`config.mk`:
```
export PLATFORM = sky130hd
export DESIGN_NAME = clk_en_sched
export DESIGN_NICKNAME = d
export VERILOG_FILES = /design/src/rtl/clk_en_sched.sv
export SDC_FILE = /design/constraint.sdc
export NUM_CORES = 1
export LEC_CHECK = 0
export CORE_MARGIN = 4
export CORE_UTILIZATION = 57
export DETAILED_ROUTE_END_ITERATION = 7
export GPL_TIMING_DRIVEN = 0
export PLACE_DENSITY_LB_ADDON = 0.08
export SYNTH_ARGS = -nofsm -noshare
export SYNTH_HDL_FRONTEND = slang
export SYNTH_SLANG_ARGS = --single-unit
```
`constraint.sdc`:
```
create_clock -name clk -period 4.4 [get_ports clk]
set_input_delay 0.88 -clock clk [delete_from_list [all_inputs] [get_ports clk]]
set_output_delay 0.88 -clock clk [all_outputs]
set_load 0.02 [all_outputs]
```
`src/rtl/clk_en_sched.sv`:
```
// rtl/clk_en_sched.sv - rate strobes and round-robin scheduler for the shared multiplier
// Build option MULT_TIMEOUT_EN: an overdue grant is revoked at the next multiplier slot.
module clk_en_sched #(
   parameter int MULT_DIV_LOG2   = 5,
   parameter int SAMPLE_DIV_LOG2 = 9,
   parameter int ADSR_DIV_LOG2   = 18,
   parameter int NREQ            = 4
) (
   input  logic            clk,
   input  logic            rstn,
   input  logic            run,
   input  logic [NREQ-1:0] req,
   input  logic            done,
   input  logic            clr_overrun,
   output logic            en_sample,
   output logic            en_sample_x2,
   output logic            en_adsr,
   output logic            en_mult,
   output logic [NREQ-1:0] gnt,
   output logic            gnt_valid,
   output logic [2:0]      gnt_id,
   output logic            overrun
);

   typedef enum logic {IDLE, GRANT} state_t;

   state_t                   state_q, state_d;
   logic [ADSR_DIV_LOG2-1:0] cnt_q, cnt_d;
   logic                     en_sample_q, en_x2_q, en_adsr_q, en_mult_q;
   logic [NREQ-1:0]          gnt_q, gnt_d;
   logic                     gnt_valid_q, gnt_valid_d;
   logic [2:0]               gnt_id_q, gnt_id_d;
   logic [2:0]               last_q, last_d;
   logic                     overrun_q, overrun_d;
   logic                     ovr_set;

   logic                     tick_mult, tick_x2, tick_sample, tick_adsr;
   logic [7:0]               req_ext;
   logic                     pick_found;
   logic [2:0]               pick_id;

   // Every rate divides the ADSR period, so all ticks come from one free-running counter.
   assign tick_mult   = run & (&cnt_q[MULT_DIV_LOG2-1:0]);
   assign tick_x2     = run & (&cnt_q[SAMPLE_DIV_LOG2-2:0]);
   assign tick_sample = run & (&cnt_q[SAMPLE_DIV_LOG2-1:0]);
   assign tick_adsr   = run & (&cnt_q);

   assign cnt_d = run ? cnt_q + {{(ADSR_DIV_LOG2-1){1'b0}}, 1'b1} : cnt_q;

   // Search starts just after the last released requester.
   always_comb begin
      req_ext    = 8'(req);
      pick_found = 1'b0;
      pick_id    = '0;
      for (int i = 1; i <= NREQ; i++) begin
         if (!pick_found && req_ext[3'((int'(last_q) + i) % NREQ)]) begin
            pick_found = 1'b1;
            pick_id    = 3'((int'(last_q) + i) % NREQ);
         end
      end
   end

   always_comb begin
      state_d     = state_q;
      gnt_d       = gnt_q;
      gnt_valid_d = gnt_valid_q;
      gnt_id_d    = gnt_id_q;
      last_d      = last_q;
      ovr_set     = 1'b0;
      case (state_q)
         IDLE: begin
            if (tick_mult && pick_found) begin
               state_d     = GRANT;
               gnt_d       = NREQ'(8'd1 << pick_id);
               gnt_valid_d = 1'b1;
               gnt_id_d    = pick_id;
            end
         end
         GRANT: begin
            if (done) begin
               state_d     = IDLE;
               gnt_d       = '0;
               gnt_valid_d = 1'b0;
               last_d      = gnt_id_q;
            end else if (tick_mult) begin
               ovr_set = 1'b1;
`ifdef MULT_TIMEOUT_EN
               state_d     = IDLE;
               gnt_d       = '0;
               gnt_valid_d = 1'b0;
               last_d      = gnt_id_q;
`endif
            end
         end
         default: state_d = IDLE;
      endcase
      overrun_d = ovr_set | (overrun_q & ~clr_overrun);
   end

   always_ff @(posedge clk) begin
      if (!rstn) begin
         state_q     <= IDLE;
         cnt_q       <= '0;
         en_sample_q <= 1'b0;
         en_x2_q     <= 1'b0;
         en_adsr_q   <= 1'b0;
         en_mult_q   <= 1'b0;
         gnt_q       <= '0;
         gnt_valid_q <= 1'b0;
         gnt_id_q    <= '0;
         last_q      <= 3'(NREQ - 1);
         overrun_q   <= 1'b0;
      end else begin
         state_q     <= state_d;
         cnt_q       <= cnt_d;
         en_sample_q <= tick_sample;
         en_x2_q     <= tick_x2;
         en_adsr_q   <= tick_adsr;
         en_mult_q   <= tick_mult;
         gnt_q       <= gnt_d;
         gnt_valid_q <= gnt_valid_d;
         gnt_id_q    <= gnt_id_d;
         last_q      <= last_d;
         overrun_q   <= overrun_d;
      end
   end

   assign en_sample    = en_sample_q;
   assign en_sample_x2 = en_x2_q;
   assign en_adsr      = en_adsr_q;
   assign en_mult      = en_mult_q;
   assign gnt          = gnt_q;
   assign gnt_valid    = gnt_valid_q;
   assign gnt_id       = gnt_id_q;
   assign overrun      = overrun_q;

endmodule

```
### Word-level counts from Yosys, hierarchy flattened

Index checks and enable logic that the tools add are counted.

| storage, ports and cells | value |
|---|---|
| register bits | 34 |

| cells by class | value |
|---|---|
| add/subtract/negate cells | 5 |
| $lt $le $gt $ge | 4 |
| eq/ne operators | 2 |
| shift-type cells | 1 |
| mux-type cells | 32 |
| bitwise operators | 12 |
| reduce and logical (&&, ||, !) cells | 18 |

Operators with widths:

| cell | number |
|---|---|
| 3-bit by 5-bit < comparator with 1-bit output, second input constant | 4 |
| 1-bit two-way mux | 19 |
| 18-bit by 1-bit adder with 18-bit output, second input constant | 1 |
| 18-bit AND reduction | 1 |
| 1-bit binary-select mux with 3-bit select | 4 |
| 3-bit two-way mux | 4 |
| 9-bit AND reduction | 1 |
| 4-bit two-way mux | 2 |
| 4-bit one-hot mux with 2 select lines | 1 |
| 8-bit AND reduction | 1 |
| 2-bit OR reduction | 4 |
| 2-bit AND reduction | 3 |
| 1-bit AND | 5 |
| 5-bit AND reduction | 1 |
| 2-bit by 1-bit adder with 2-bit output, second input constant | 2 |
| 2-bit adder, second input constant | 2 |
| 1-bit AND, first input constant | 4 |
| 1-bit logical AND | 4 |
| 2-bit inequality test, second input constant | 2 |
| 1-bit one-hot mux with 2 select lines | 2 |
| 1-bit by 3-bit left shift with 4-bit output, first input constant | 1 |
| 1-bit logical NOT | 3 |
| 1-bit NOT | 2 |
| 1-bit OR | 1 |

### Logic depth before layout (Yosys ltp)

| depth | value |
|---|---|
| depth in word-level cells | 19 |
| mapped depth | 8 |
| depth with buffers taken out | 7 |

### Worst setup path before layout

OpenSTA, ideal clock, no wires.

| timing | value |
|---|---|
| path kind | input to register |
| from | input run |
| to | register gnt_q[2] (netlist: gnt[2]) |
| setup time | 0.075 ns |
| data arrival time | 1.722 ns |
| required time | 4.325 ns |
| slack | 2.604 ns |
| cell stages on the path | 6 |
| buffers on the path | 2 |
| cells stage by stage | buf_2 -> nand2_1 -> nor3_2 -> buf_2 -> nand3_1 -> o22ai_1 |

| on the way | value |
|---|---|
| cells in the longest elaborated chain, start to end | 4 |

RTL lines:

| item | line | RTL |
|---|---|---|
| from (decl) | 11 | `input logic run,` |
| 1-bit AND | 43 | `assign tick_mult = run & (&cnt_q[MULT_DIV_LOG2-1:0]);` |
| 1-bit logical AND | 72 | `if (tick_mult && pick_found) begin` |
| 2-bit inequality test (no line) | n/a |  |
| 2-bit AND reduction (no line) | n/a |  |
| to (signal assigned) | 120 | `gnt_q <= gnt_d;` |
| to (decl) | 30 | `logic [NREQ-1:0] gnt_q, gnt_d;` |

Every way passes these cells.
A chain may end at the register's enable or synchronous reset.

### Worst setup path in the final report

| timing | value |
|---|---|
| from | register gnt_id_q[0] (netlist: gnt_id[0]) |
| to | output gnt_id[0] |

RTL lines:

| item | line | RTL |
|---|---|---|
| from (decl) | 32 | `logic [2:0] gnt_id_q, gnt_id_d;` |
| from (signal assigned) | 122 | `gnt_id_q <= gnt_id_d;` |
| to (decl) | 21 | `output logic [2:0] gnt_id,` |

No word-level cell between the ends.

==> summary.md <==
| Metric | Value |
|---|---|
| Yosys cell types | 37 |
| Std-Cell Rows | 18 |
| CTS sink cnt | 33 |
| WP data arrival | ~1.3 ns |
| Drt first pass iters | 4 |
| Starting Density | roughly three fifths |
| Peak supply drop | ~0.25 mV |
| GP Congestion | roughly 0.8 |
| Fill count | a little under 200 |
| Worst reg2reg path depth | 8 |
| Hold path depth | 2 |
| CP Max Fanout | 3 |
| Post-route ant nets | 0 |
| H-tree depth | 2 |
| Hpwl dp | 2200 µm |
| Synth area leaders | dfxtp_1 44%, nand3_1 6.7%, mux2i_1 6.0% |
| Post-synthesis sequential area ratio | 44.2% |
| WS Path Type | reg -> out |
| Hold Fails Final Rpt | 0 |
| Post-layout net count | around 200 |
| Post-CTS Setup Inserts | 0 |
| First-pass GRT wire length | between 4000 and 5000 µm |
| Post-layout min period | around 2.2 ns |
| Critical Path End | gnt_id[0] |
| CTS tree | yes |
| Final Core Density | 72.7% |
| DRC | 0 |
| GRT Total Usage | ~19% |
| Area Overhead vs Synth | 20.6% |
| Synth Register Bits | 33 |
| Clock root buffer | clkbuf_4 |
| Worst setup SP type | flop |
| Worst-path clk slew | ~0.10 ns |
| Syn Nets | approximately 170 |
| ANT cells | 0 |
| Max Cap Violations | 0 |
| R2R setup slack | 2.62 ns |
| Status | finished, final reports clean |
| Crit. End Element | output pin |
| Overflow after GRT | 0 |
| FF-to-FF End | gnt[2] |
| CP Cell Sequence | clkdlybuf4s50_1 |
| Syn Area/Cell | slightly above 9 µm² |
| Initial drt markers | 49 |
| Hold buffer count at CTS | 0 |
| Period utilization | about half |
| Die ar. | roughly 3500 µm² |
| Inserted Clock Buffers | 5 |
| Clk_skew | ~0.011 ns |
| Pwr dens | around 300 nW/µm² |
| Vias in the first global route | approximately 1,100 |
| Clk_lat worst skew | 0.33 ns |
| Leading area contributor after synthesis | dfxtp_1 |
| Worst reg2reg path startpoint | cnt_q[0] |
| Critical path's top delay family | buffers and inverters |
| Most common cell in the synthesized netlist | dfxtp_1 |
| Critical path depth | 1 |
| CP max stage delay | 0.62 ns |
| Max Clk Rate | around 0.45 GHz |
| Slowest CP cell | clkdlybuf4s50_1 |
| Die width | a little under 60 µm |
| Die Y | between 50 and 60 µm |
| Crit path from | gnt_id[0] |
| Total Neg Setup Slack | 0 ns |
| Number of synthesized flops with an enable pin | 0 |
| I/O Buffers | 20 |
| Largest net degree at the start of global routing | 11 |
| Core area | 2480 µm² |
| Worst EP required | around 3.5 ns |
| Synthesized cell area | between 1000 and 1500 µm² |
| RSZ-0062 raised after global routing | no |
| Layout cells sized above 1 | 9.47% |
| Synth Warn # | 0 |
| Initial antenna violation count | 0 |
| Final setup viols | 0 |
| Post-CTS Resized | 0 |
| Hold Crit Class | reg -> reg |
| Hold WS | approximately 0.47 ns |
| Top-Level Pins | 22 |
| Post-synthesis instance total | between 150 and 200 |
| Vias per cell | between 5 and 6 |
| Area share of the largest cell type after synthesis | ~44% |
| Post-Route WL | between 2000 and 3000 µm |
| Fraction of registers with async set/reset | 0% |
| Leak | ~0.75 nW |
| Vias | roughly 1,200 |
| Ys flop type | dfxtp_1 |
| Slew Viols, Final | 0 |
| Synth top cells by count | 33 x dfxtp_1, 20 x nand3_1, 20 x nor2_1, 11 x nand2_1, 9 x mux2i_1 |
| Crit path buffers/inverters | 1 |
| Drt wl/cell | ~13 µm |
| Max clock buf depth | 2 |
[kinds of logic (layout without fill, tap and decap cells)]
logic type	count (synthesis)	after routing	share of synthesized area, %
buffers and inverters	9	37	2.68
DFF	33	33	44.2
AOI/OAI and AO/OA	15	15	6.70
other	1	1	0.251
muxes	9	9	6.03
adders and majority gates	3	3	2.51
xor gates and xnor gates	11	11	6.45
and+or+nand+nor	81	81	31.2
[where the power goes]
part	internal, mW	total (mW)	switching [mW]
clock network	0.0926	0.193	0.101
logic	0.0138	0.0303	0.0165
registers	0.300	0.303	0.00205
total	0.407	0.526	0.119
[worst min-delay path by stage]
stage	startpoint	end
2_1_floorplan	cnt_q[17]	en_adsr
6_report	cnt_q[17]	en_adsr
4_1_cts	cnt_q[17]	en_adsr
3_3_place_gp	cnt_q[17]	en_adsr
5_1_grt	cnt_q[15]	cnt_q[15]
3_5_place_dp	cnt_q[17]	en_adsr
[state kept, by name, summed over array words and instances, names as in the netlist]
name          cells
en_sample_x2      1
gnt_valid         1
en_sample         1
gnt               4
state_q           1
en_mult           1
gnt_id            2
en_adsr           1
cnt_q            18
overrun           1
last_q            2
[layout by cell type (no fill, tap or decap), drive strengths merged, types with 4 or more instances in the layout]
| master | synthesis | layout |
|---|---|---|
| xnor2 | 6 | 6 |
| dfxtp | 33 | 33 |
| xor2 | 5 | 5 |
| and3 | 5 | 5 |
| nor2 | 20 | 20 |
| nand3 | 20 | 20 |
| nand2b | 7 | 7 |
| nor3 | 4 | 4 |
| mux2i | 9 | 9 |
| nand4 | 5 | 5 |
| clkdlybuf4s50 | 0 | 20 |
| nand2 | 11 | 11 |
| clkbuf | 3 | 10 |
| o22ai | 4 | 4 |
[per-layer routing]
metal / GRT usage, % / up-vias / routed length, µm
li1: - / 626 / -
met1: 23.3 / 543 / 1350
met2: 29.0 / 27 / 1310
met3: 6.75 / 7 / 151
met4: 6.80 / 0 / 51
met5: 0 / - / 0
[layout make-up]
class	count	area, µm²	share of cell area [%]
Clock buffer	7	65.1	3.61
Multi-Input combinational cell	120	793	44.0
Sequential cell	33	661	36.7
Clock inverter	1	5.00	0.278
Timing Repair Buffer	20	200	11.1
Inverter	3	11.3	0.625
Tap cell	30	37.5	2.08
Buffer	6	28.8	1.60
[through the flow]
stage / instance area (µm²) / power (mW) / std cells / worst slack [ns]
floorplan: 1490 / 0.326 / 162 / 2.60
global placement: 1730 / 0.339 / 212 / 1.94
detailed placement: 1730 / 0.340 / 212 / 1.92
CTS: 1800 / 0.529 / 220 / 2.18
global route: 1800 / 0.551 / 220 / 2.13
finish: 1800 / 0.526 / 220 / 2.19
[tightest hold or removal path, cell delays in order, from the launching register on]
cell     delay, ns
dfxtp_1       0.33
nand3_1       0.07
nor3_1        0.04
(Power assumes the default switching activity.)
